**config.mk**
```make
export PLATFORM = sky130hd
export DESIGN_NAME = progetto_labdig_flat
export DESIGN_NICKNAME = d
export VERILOG_FILES = /design/src/rtl/progetto_labdig_if.sv /design/src/rtl/progetto_labdig.sv /design/src/flat_wrapper.sv
export SDC_FILE = /design/constraint.sdc
export NUM_CORES = 1
export LEC_CHECK = 0
export ABC_CLOCK_PERIOD_IN_PS = 16500
export BUFFER_PORTS_ARGS = -buffer_cell sky130_fd_sc_hd__buf_2
export CORE_MARGIN = 3
export CORE_UTILIZATION = 59
export CTS_CLUSTER_SIZE = 14
export DETAILED_ROUTE_END_ITERATION = 16
export HOLD_SLACK_MARGIN = 0.02
export PLACE_DENSITY = 0.93
export SLEW_MARGIN = 20
export SYNTH_ARGS = -nofsm -noshare
export SYNTH_HDL_FRONTEND = slang
export SYNTH_SLANG_ARGS = --single-unit
```
**constraint.sdc**
```tcl
create_clock -name clk_i -period 16.5 [get_ports clk_i]
set_input_delay 1.65 -clock clk_i [delete_from_list [all_inputs] [get_ports clk_i]]
set_output_delay 1.65 -clock clk_i [all_outputs]
set_load 0.005 [all_outputs]
```
**src/rtl/progetto_labdig_if.sv**
```systemverilog
// Register bus used to access the scrub error counters.
// The slave side sees a zero-wait request/response port.
interface reg_bus #(
  parameter int unsigned ADDR_WIDTH = 2,
  parameter int unsigned DATA_WIDTH = 32
) ();
  logic [ADDR_WIDTH-1:0]   addr;
  logic                    write;
  logic [DATA_WIDTH-1:0]   wdata;
  logic [DATA_WIDTH/8-1:0] wstrb;
  logic                    valid;
  logic [DATA_WIDTH-1:0]   rdata;
  logic                    ready;
  logic                    error;

  modport slave (
    input  addr, write, wdata, wstrb, valid,
    output rdata, ready, error
  );

  modport master (
    output addr, write, wdata, wstrb, valid,
    input  rdata, ready, error
  );
endinterface

```
**src/rtl/progetto_labdig.sv**
```systemverilog
// Scrub error accumulator: counts bit flips reported on scrub_i, exposes
// total / last-cycle / active-cycle counters on a register bus and raises a
// sticky interrupt once the total reaches CYCLE_LIM.
module progetto_labdig #(
  parameter logic [31:0] CYCLE_LIM     = 32'd100,
  parameter int unsigned IN_DATA_WIDTH = 100
) (
  input  logic                     clk_i,
  input  logic                     rst_i,
  input  logic [IN_DATA_WIDTH-1:0] scrub_i,
  reg_bus.slave                    bus_if,
  output logic                     interr_o
);

  localparam int unsigned POP_W = $clog2(IN_DATA_WIDTH + 1);

  logic [POP_W-1:0] pop;
  logic [31:0]      err_cnt;
  logic [31:0]      last_cnt;
  logic [31:0]      act_cnt;
  logic [32:0]      err_sum;
  logic [31:0]      err_next;
  logic [31:0]      act_next;
  logic             clear_req;
  logic             unused_bits;

  // Population count of the flips reported this cycle.
  always_comb begin
    pop = '0;
    for (int i = 0; i < IN_DATA_WIDTH; i++) begin
      pop = pop + POP_W'(scrub_i[i]);
    end
  end

  // Saturating next values; the extra sum bit flags overflow of ERR_CNT.
  always_comb begin
    err_sum  = {1'b0, err_cnt} + 33'(pop);
    err_next = err_sum[32] ? 32'hFFFF_FFFF : err_sum[31:0];
    act_next = ((pop != '0) && (act_cnt != 32'hFFFF_FFFF)) ? act_cnt + 32'd1 : act_cnt;
  end

  assign clear_req = bus_if.valid && bus_if.write && (bus_if.addr == 2'd3) &&
                     bus_if.wstrb[0] && bus_if.wdata[0];

  // Only bit 0 of the control word is meaningful.
  assign unused_bits = ^{bus_if.wdata[31:1], bus_if.wstrb[3:1]};

  assign bus_if.ready = bus_if.valid;

  // Read mux and error decode; reads show pre-edge register values.
  always_comb begin
    bus_if.rdata = '0;
    bus_if.error = 1'b0;
    if (bus_if.valid) begin
      if (!bus_if.write) begin
        case (bus_if.addr)
          2'd0:    bus_if.rdata = err_cnt;
          2'd1:    bus_if.rdata = last_cnt;
          2'd2:    bus_if.rdata = act_cnt;
          default: bus_if.rdata = {31'd0, interr_o};
        endcase
      end else if (bus_if.addr != 2'd3) begin
        bus_if.error = 1'b1;
      end
    end
  end

  // Counter and interrupt registers; a clear discards this cycle's flips.
  always_ff @(posedge clk_i) begin
    if (rst_i || clear_req) begin
      err_cnt  <= '0;
      last_cnt <= '0;
      act_cnt  <= '0;
      interr_o <= 1'b0;
    end else begin
      err_cnt  <= err_next;
      last_cnt <= 32'(pop);
      act_cnt  <= act_next;
      interr_o <= interr_o | (err_next >= CYCLE_LIM);
    end
  end

endmodule

```
**src/flat_wrapper.sv**
```systemverilog
// flat-port wrapper written by rule: the top's interface ports become plain ports
module progetto_labdig_flat 
#(
  parameter logic [31:0] CYCLE_LIM     = 32'd100,
  parameter int unsigned IN_DATA_WIDTH = 100
)
  (clk_i, rst_i, scrub_i, interr_o, bus_if_addr, bus_if_write, bus_if_wdata, bus_if_wstrb, bus_if_valid, bus_if_rdata, bus_if_ready, bus_if_error);
  reg_bus #(.ADDR_WIDTH(2), .DATA_WIDTH(32)) bus_if_i ();
  input  logic clk_i;
  input  logic rst_i;
  input  logic [IN_DATA_WIDTH-1:0] scrub_i;
  output logic interr_o;
  input wire logic [$bits(bus_if_i.addr)-1:0] bus_if_addr;
  input wire logic [$bits(bus_if_i.write)-1:0] bus_if_write;
  input wire logic [$bits(bus_if_i.wdata)-1:0] bus_if_wdata;
  input wire logic [$bits(bus_if_i.wstrb)-1:0] bus_if_wstrb;
  input wire logic [$bits(bus_if_i.valid)-1:0] bus_if_valid;
  output wire logic [$bits(bus_if_i.rdata)-1:0] bus_if_rdata;
  output wire logic [$bits(bus_if_i.ready)-1:0] bus_if_ready;
  output wire logic [$bits(bus_if_i.error)-1:0] bus_if_error;
  assign bus_if_i.addr = bus_if_addr;
  assign bus_if_i.write = bus_if_write;
  assign bus_if_i.wdata = bus_if_wdata;
  assign bus_if_i.wstrb = bus_if_wstrb;
  assign bus_if_i.valid = bus_if_valid;
  assign bus_if_rdata = bus_if_i.rdata;
  assign bus_if_ready = bus_if_i.ready;
  assign bus_if_error = bus_if_i.error;
  progetto_labdig #(.CYCLE_LIM(CYCLE_LIM), .IN_DATA_WIDTH(IN_DATA_WIDTH)) u_core (.clk_i(clk_i), .rst_i(rst_i), .scrub_i(scrub_i), .bus_if(bus_if_i), .interr_o(interr_o));
endmodule
```
== Yosys cells after proc, flatten, opt, wreduce, memory -nomap -nowiden ==
Cells that the tools add are included.
W data, S select, Z words.
Cells by class
  add/subtract/negate cells: 101
  multipliers: 0
  div/mod/pow operators: 0
  order comparisons: 1
  eq/ne operators: 5
  shift operators: 0
  mux-type cells: 7
  bitwise logic cells: 1
  reduce and logical (&&, ||, !) cells: 8
Operators with widths (count)
  $add A7 B1 Y7: 98
  $mux W32: 3
  $pmux W32 S3: 1
  $add A32 B7 Y33: 1
  $add A32 B1 Y32 const B: 1
  $ge A32 B7 Y1 const B: 1
  $ne A32 B32 Y1 const B: 1
  $reduce_bool A7 Y1: 1
  $logic_and A1 B1 Y1: 5
  $eq A2 B2 Y1 const B: 2
  $mux W1: 3
  $add A1 B1 Y2: 1
  $eq A2 B1 Y1 const B: 1
  $logic_not A2 Y1: 1
  $ne A2 B2 Y1 const B: 1
  $logic_or A1 B1 Y1: 1
  $or A1 B1 Y1: 1
Storage, ports and cells
  register bits after elaboration: 97
  latch bits: 0
  RAM bits: 0
  bits in read-only memories: 0
  input port bits: 142
  output and inout port bits: 35
  logic and storage cells: 128
  memories: 0

== Depth between registers and ports, before layout ==
Gate-level depths: netlist (run 1).
  depth in word-level cells: 103
  mapped depth: 32

== Worst setup path after synthesis (run 1) ==
No wires, ideal clock.
  path type: input port to flip-flop
  start point: input port scrub_i[0]
  end point: register u_core.interr_o
  arrival: 9618 ps
  data required time: 16369 ps
  setup slack: 6751 ps
  stages on the path: 27
  cell sequence: ha_1 > inv_1 > fa_1 > fa_1 > fa_1 > fa_1 > fa_1 > fa_1 > fa_1 > fa_1 > fa_1 > fa_1 > fa_1 > nand2b_1 > a21oi_2 > o21a_1 > nor2_1 > ha_1 > nand2_1 > o31ai_1 > a21o_1 > buf_2 > and3_1 > nand4_1 > mux2i_1 > nor4_1 > a31oi_1
Between the ends
  longest elaborated chain between the ends: 103
Ends and longest elaborated chain
  start, declared: RTL line flat_wrapper.sv:11  | input logic [IN_DATA_WIDTH-1:0] scrub_i;
  $add A1 B1 Y2: RTL line progetto_labdig.sv:31  | pop = pop + POP_W'(scrub_i[i]);
  $add A7 B1 Y7 (98 in a row): RTL line progetto_labdig.sv:31
  via u_core.pop[4]: RTL line progetto_labdig.sv:17  | logic [POP_W-1:0] pop;
  $add A32 B7 Y33: RTL line progetto_labdig.sv:37  | err_sum = {1'b0, err_cnt} + 33'(pop);
  $mux W32: RTL line progetto_labdig.sv:38  | err_next = err_sum[32] ? 32'hFFFF_FFFF : err_sum[31:0];
  $ge A32 B7 Y1: RTL line progetto_labdig.sv:79  | interr_o <= interr_o | (err_next >= CYCLE_LIM);
  $or A1 B1 Y1: RTL line progetto_labdig.sv:79
  end signal, assigned: RTL line progetto_labdig.sv:79
  end, declared: RTL line progetto_labdig.sv:12  | output logic interr_o
The timed path passes the listed nets, and every way through them passes these cells.
A chain may end at the register's enable or synchronous reset.

== Worst setup path after layout (run 1) ==
Same ends and word-level chain as after synthesis.

==> key figures, run 1 <==
Die
  – Rows: 39
  – Die span in x: 115.6 um
  – Die area: 0.01336 sq mm
  – Top Ports: 177
  – Starting Density: 61.27%
  – Die Height: 115.6 um
  – Core area: 0.01156 sq mm

Route
  – DRT Pass-1 Iters: 5
  – Post-DR vias/cell: 5.930
  – Drt drc: 0
  – Avg WL per Cell: 16.52 um
  – Post-route ant nets: 0
  – Routed wire length: 18050 um
  – Detailed router's first-iteration violation count: 660
  – Vias: 6476

Worst setup path
  – Slowest stage delay, CP: 0.56 ns
  – CP delay by family, top: adder cells
  – R2R Setup Slk: 13.46 ns
  – Worst path required time: 16.70 ns
  – Crit path top cell by count: fa_1
  – CP Launch Type: input port
  – CP Class: input port to register
  – Worst Path Buf+Inv: 2
  – Crit end category: register
  – CP Max Fanout: 6
  – Slowest CP cell: fa_1
  – Crit path DAT: 10.69 ns

Yosys
  – Net count after synthesis: 1087
  – Async SR Flop Fraction: 0%
  – Synth Cell Area: 0.007086 sq mm
  – Yosys warning count: 0
  – Post-synth EDFFs: 0
  – Flops & latches, synth: 72
  – Syn Area/Cell: 8.557 sq um
  – Cell taking the most area after synthesis: fa_1
  – Most frequent cell after synthesis: inv_1
  – Synth top area share: 25.15%
  – Register area share after synthesis: 20.34%
  – Mapped Cells: 828
  – Top post-synthesis cells by area: fa_1 25%, dfxtp_1 20%, inv_1 7.7%
  – Top_reg_cell synth: dfxtp_1
  – Commonest cells in the netlist: 146 x inv_1, 89 x fa_1, 72 x dfxtp_1, 70 x nor2_1, 62 x a21oi_1
  – Yosys cell types: 54

Run
  – Max-Cap Viols: 0

Placement
  – Final HPWL DP: 13460 um
  – Routability cong.: 0.8730
  – Port-buffer cells: 142

GRT
  – Antenna violations before repair: 0
  – Pin count of the biggest net entering global routing: 69
  – Global route overflow: 0
  – Number of global-route vias before repair: 6500
  – Total track usage: 26.82%
  – First-pass GRT wire length: 28650 um

Outcome
  – Status: finished, final reports clean

Clocking
  – Clock root buffer: clkbuf_16
  – # resized after CTS: 0
  – Clk buf depth: 2
  – Max H-tree Level: 3
  – Clock sink count: 72
  – Num CTS Buffers: 9
  – Clk_lat worst skew: 0.34 ns
  – Postcts setup bufs: 0
  – Clk pin slew, worst setup/hold paths: 0.06 ns
  – CTS tree: built
  – CTS Hold Bufs: 0

Final layout
  – Area Overhead vs Synth: 15.49%
  – Share of layout cells above drive strength 1: 18.65%
  – Filler instances: 782
  – Ant diodes: 0
  – Nets: 1203

STA
  – Crit share post-route: 63.60%
  – Tmin final: 10.49 ns
  – FMAX: 95.30 MHz
  – Tightest Pin Transition: 0.9964 ns
  – Rel. slew slack: 33.57%
  – Final setup vio count: 0
  – Worst Skew: 0.007989 ns
  – Total negative setup slack: 0 ns
  – Max-slew violations: 0
  – RSZ-0062 raised after global routing: no
  – Final hold violations: 0

Hold path
  – HP Class: register to register
-- registers in the layout, indices dropped and copies added, names as in the netlist --
signal	flops
u_core.act_cnt	32
u_core.err_cnt	32
u_core.interr_o	1
u_core.last_cnt	7
-- cells by family (layout without fill, tap and decap cells) --
family,after synthesis,count (layout),share of synthesized area [%]
AOI/OAI and AO/OA,130,130,11.43
xor gates and xnor gates,29,29,3.585
adders and majority gates,117,117,30.09
buffers and inverters,188,309,10.47
DFF,72,72,20.34
muxes,37,37,5.404
and+or+nand+nor,255,255,18.68
-- worst paths after layout --
path | from | end | depth (start not counted)
setup / recovery | scrub_i[0] | u_core.interr_o | 27
hold / removal | u_core.act_cnt[30] | u_core.act_cnt[30] | 2
setup reg to reg | u_core.err_cnt[3] | u_core.interr_o | 9
hold reg to reg | u_core.act_cnt[30] | u_core.act_cnt[30] | 2
-- layout by cell type, fill, tap and decap left out, types with 3 or more instances in the layout --
| cell type | n |
|---|---|
| buf_2 | 142 |
| inv_1 | 146 |
| or3_1 | 15 |
| dfxtp_1 | 72 |
| and4_1 | 4 |
| o31ai_1 | 4 |
| a31oi_1 | 5 |
| fa_1 | 89 |
| and3_1 | 21 |
| xor2_1 | 16 |
| a211oi_1 | 3 |
| o21ai_1 | 5 |
| o21a_1 | 4 |
| a21oi_1 | 62 |
| ha_1 | 28 |
| nand2b_1 | 4 |
| nand2_1 | 37 |
| o21ai_0 | 15 |
| nand3_1 | 36 |
| a21o_1 | 3 |
| or4_1 | 17 |
| mux2i_1 | 36 |
| buf_4 | 4 |
| nand4_1 | 14 |
| or2_2 | 4 |
| bufinv_16 | 3 |
| nor3_1 | 11 |
| nor2_1 | 70 |
| clkbuf_16 | 9 |
| and2_1 | 8 |
| nor2b_1 | 4 |
| o211ai_1 | 17 |
| xnor2_1 | 13 |
-- per-layer routing --
| metal | GRT usage (%) | vias to the layer above | share of wire (%) |
|---|---|---|---|
| met3 | 5.901 | 77 | 7.9 |
| met4 | 12.28 | 0 | 3.3 |
| li1 | - | 2966 | - |
| met2 | 48.03 | 319 | 52 |
| met5 | 0 | - | 0 |
| met1 | 30.47 | 3114 | 37 |
-- metrics by stage --
stage / setup WS, ns / utilization, % / hold WS (ns) / cell area, sq um / instances
floorplan: 6.751 / - / 0.4603 / 7086 / 828
global placement: 5.868 / 67.54 / 0.4814 / 7811 / 1075
detailed placement: 5.790 / 67.54 / 0.4949 / 7811 / 1075
CTS: 6.073 / 70.52 / 0.5025 / 8155 / 1091
global route: 5.634 / 70.76 / 0.5443 / 8183 / 1092
finish: 6.006 / 70.76 / 0.5049 / 8183 / 1092
-- area by class of cell --
class,instances,area (sq um),area share (%)
clock inverters,6,115.1,1.407
flip-flops and latches,72,1441,17.61
clock buffers,10,229.0,2.798
multi-input cells,568,4902,59.91
repair buffers,147,768.2,9.388
well taps,143,178.9,2.187
inverters,146,548.0,6.697
-- worst register-to-register path: stages (launching register included) --
cell and delay (ns):
dfxtp_1 0.34, ha_1 0.35, nand2_1 0.07, o31ai_1 0.69, a21o_1 0.38, and3_1 0.23
nand4_1 0.17, mux2i_1 0.16, nor4_1 0.38, a31oi_1 0.14
Power of run 1 is not shown: default switching activity piles up to over one toggle a cycle in this logic, so the estimate is an artifact.
==> inputs of run 2 (changes only) <==
- ABC_CLOCK_PERIOD_IN_PS: 16500 -> 9760
- CORE_UTILIZATION: 59 -> 55
- PLACE_DENSITY: 0.93 -> 0.88
- clock period: 16.5 -> 9.76 ns (I/O delays scaled with it)
==> run 2 against run 1 <==
Effect of this change: register-to-register slack worse by 6.4 ns; largest cell class unchanged; clock skew is essentially flat; via count is 2.1% lower; critical path type unchanged; worst hold slack gained 0.0042 ns; flip-flop and latch count unchanged; sequential share of layout area decreased by 0.31 points; critical path depth grew 1; final area rose by 1.8%; first-iteration DRC count rose by 3.2%; global-route usage down 2.7 points; highest routed layer unchanged; setup slack lost 5.6 ns.
==> key figures, run 2 (synthesized netlist as in run 1, its figures left out) <==
Final layout
  – Nets: 1216
  – Multi-input gate area: 0.004931 sq mm
  – Seq. cell area: 0.001441 sq mm
  – Area Overhead vs Synth: 17.53%
  – Largest registers: u_core.act_cnt (32), u_core.err_cnt (32), u_core.last_cnt (7)
  – Commonest cells after routing, fill and taps aside: 146 x inv_1, 142 x buf_2, 89 x fa_1, 72 x dfxtp_1, 70 x nor2_1
  – Filler instances: 936
  – Ant diodes: 0
  – Share of layout cells above drive strength 1: 20.17%
  – Most common cell after layout, fill and taps aside: inv_1

STA
  – Final WS setup: 0.4219 ns
  – Final setup vio count: 0
  – Final hold violations: 0
  – Rel. slew slack: 34.68%
  – Tmin final: 9.338 ns
  – Tightest Pin Transition: 0.9798 ns
  – Max-slew violations: 0
  – FMAX: 107.1 MHz
  – Crit share post-route: 95.68%
  – RSZ-0062 raised after global routing: no
  – Total negative setup slack: 0 ns
  – Worst Skew: 0.008338 ns

Run
  – Max-Cap Viols: 0

Die
  – Core area: 0.01231 sq mm
  – Starting Density: 57.55%
  – Die Height: 119.5 um
  – Top Ports: 177
  – Die span in x: 119.5 um
  – Die area: 0.01428 sq mm
  – Rows: 40

GRT
  – Antenna violations before repair: 0
  – Total track usage: 24.09%
  – First-pass GRT wire length: 28520 um
  – Global route overflow: 0
  – Number of global-route vias before repair: 6262
  – Pin count of the biggest net entering global routing: 69

Worst setup path
  – Crit path top cell by count: fa_1
  – CP Class: input port to register
  – CP Max Fanout: 5
  – Slowest stage delay, CP: 0.57 ns
  – Crit path DAT: 9.52 ns
  – CP delay by family, top: adder cells
  – Slowest CP cell: fa_1
  – Crit end category: register
  – Worst path required time: 9.95 ns
  – CP Launch Type: input port
  – Worst Path Buf+Inv: 3

Route
  – Post-route ant nets: 0
  – Routed wire length: 17210 um
  – Drt drc: 0
  – DRT Pass-1 Iters: 5
  – Avg WL per Cell: 15.23 um
  – Post-DR vias/cell: 5.612
  – Detailed router's first-iteration violation count: 681
  – Vias: 6342

Clocking
  – Clk_lat worst skew: 0.34 ns
  – Postcts setup bufs: 0
  – Num CTS Buffers: 9
  – CTS tree: built
  – Max H-tree Level: 3
  – Clock sink count: 72
  – CTS Hold Bufs: 0
  – Clk pin slew, worst setup/hold paths: 0.06 ns
  – Clock root buffer: clkbuf_16
  – # resized after CTS: 0
  – Clk buf depth: 2

Placement
  – Pre-CTS WS: 0.1080 ns
  – Final HPWL DP: 13300 um
  – Port-buffer cells: 142
  – Routability cong.: 0.8835

Hold path
  – HP Class: register to register

Outcome
  – Status: finished, final reports clean
==> run 2: per-layer routing <==
layer / vias to the layer above / part of all wire, % / routed length (um) / track usage [%]
li1: 2992 / - / - / -
met2: 259 / 51 / 8716 / 42.13
met3: 38 / 7.0 / 1202 / 3.676
met1: 3053 / 40 / 6849 / 30.47
met4: 0 / 2.5 / 438 / 8.232
met5: - / 0 / 0 / 0
==> run 2: worst register-to-register path, stage by stage, from the launching register on <==
cell,delay [ns]
dfxtp_1,0.32
ha_1,0.22
fa_1,0.42
a211o_1,0.34
nand3_2,0.16
a21oi_1,0.17
nand3_1,0.17
mux2i_1,0.20
nand3_1,0.11
nor4_2,0.31
a31oi_1,0.11
==> run 2: worst paths after layout <==
path / start / slack (ns) / to / cells past startpoint
max: scrub_i[0] / 0.42 / u_core.interr_o / 28
min: u_core.act_cnt[30] / 0.51 / u_core.act_cnt[30] / 2
max reg2reg: u_core.err_cnt[0] / 7.08 / u_core.interr_o / 10
min reg2reg: u_core.act_cnt[30] / 0.51 / u_core.act_cnt[30] / 2
==> run 2: cell type report <==
cell class                 instances  area share [%]
multi-input combinational        568           59.21
clock buffer                      10           2.870
tap                              168           2.524
clock inverter                     6           1.352
sequential                        72           17.31
inverter                         146           6.581
timing repair buffer             160           10.16
==> run 2: through the flow <==
step	area (sq um)	std cells	util, %	hold WS [ns]
final	8328	1130	67.64	0.5091
after detailed placement	7948	1114	64.55	0.4894
after global placement	7948	1114	64.55	0.4754
after global routing	8328	1130	67.64	0.5219
after CTS	8299	1130	67.41	0.4964
after floorplan	7086	828	-	0.4603
Power of run 2 is left out for the same reason.
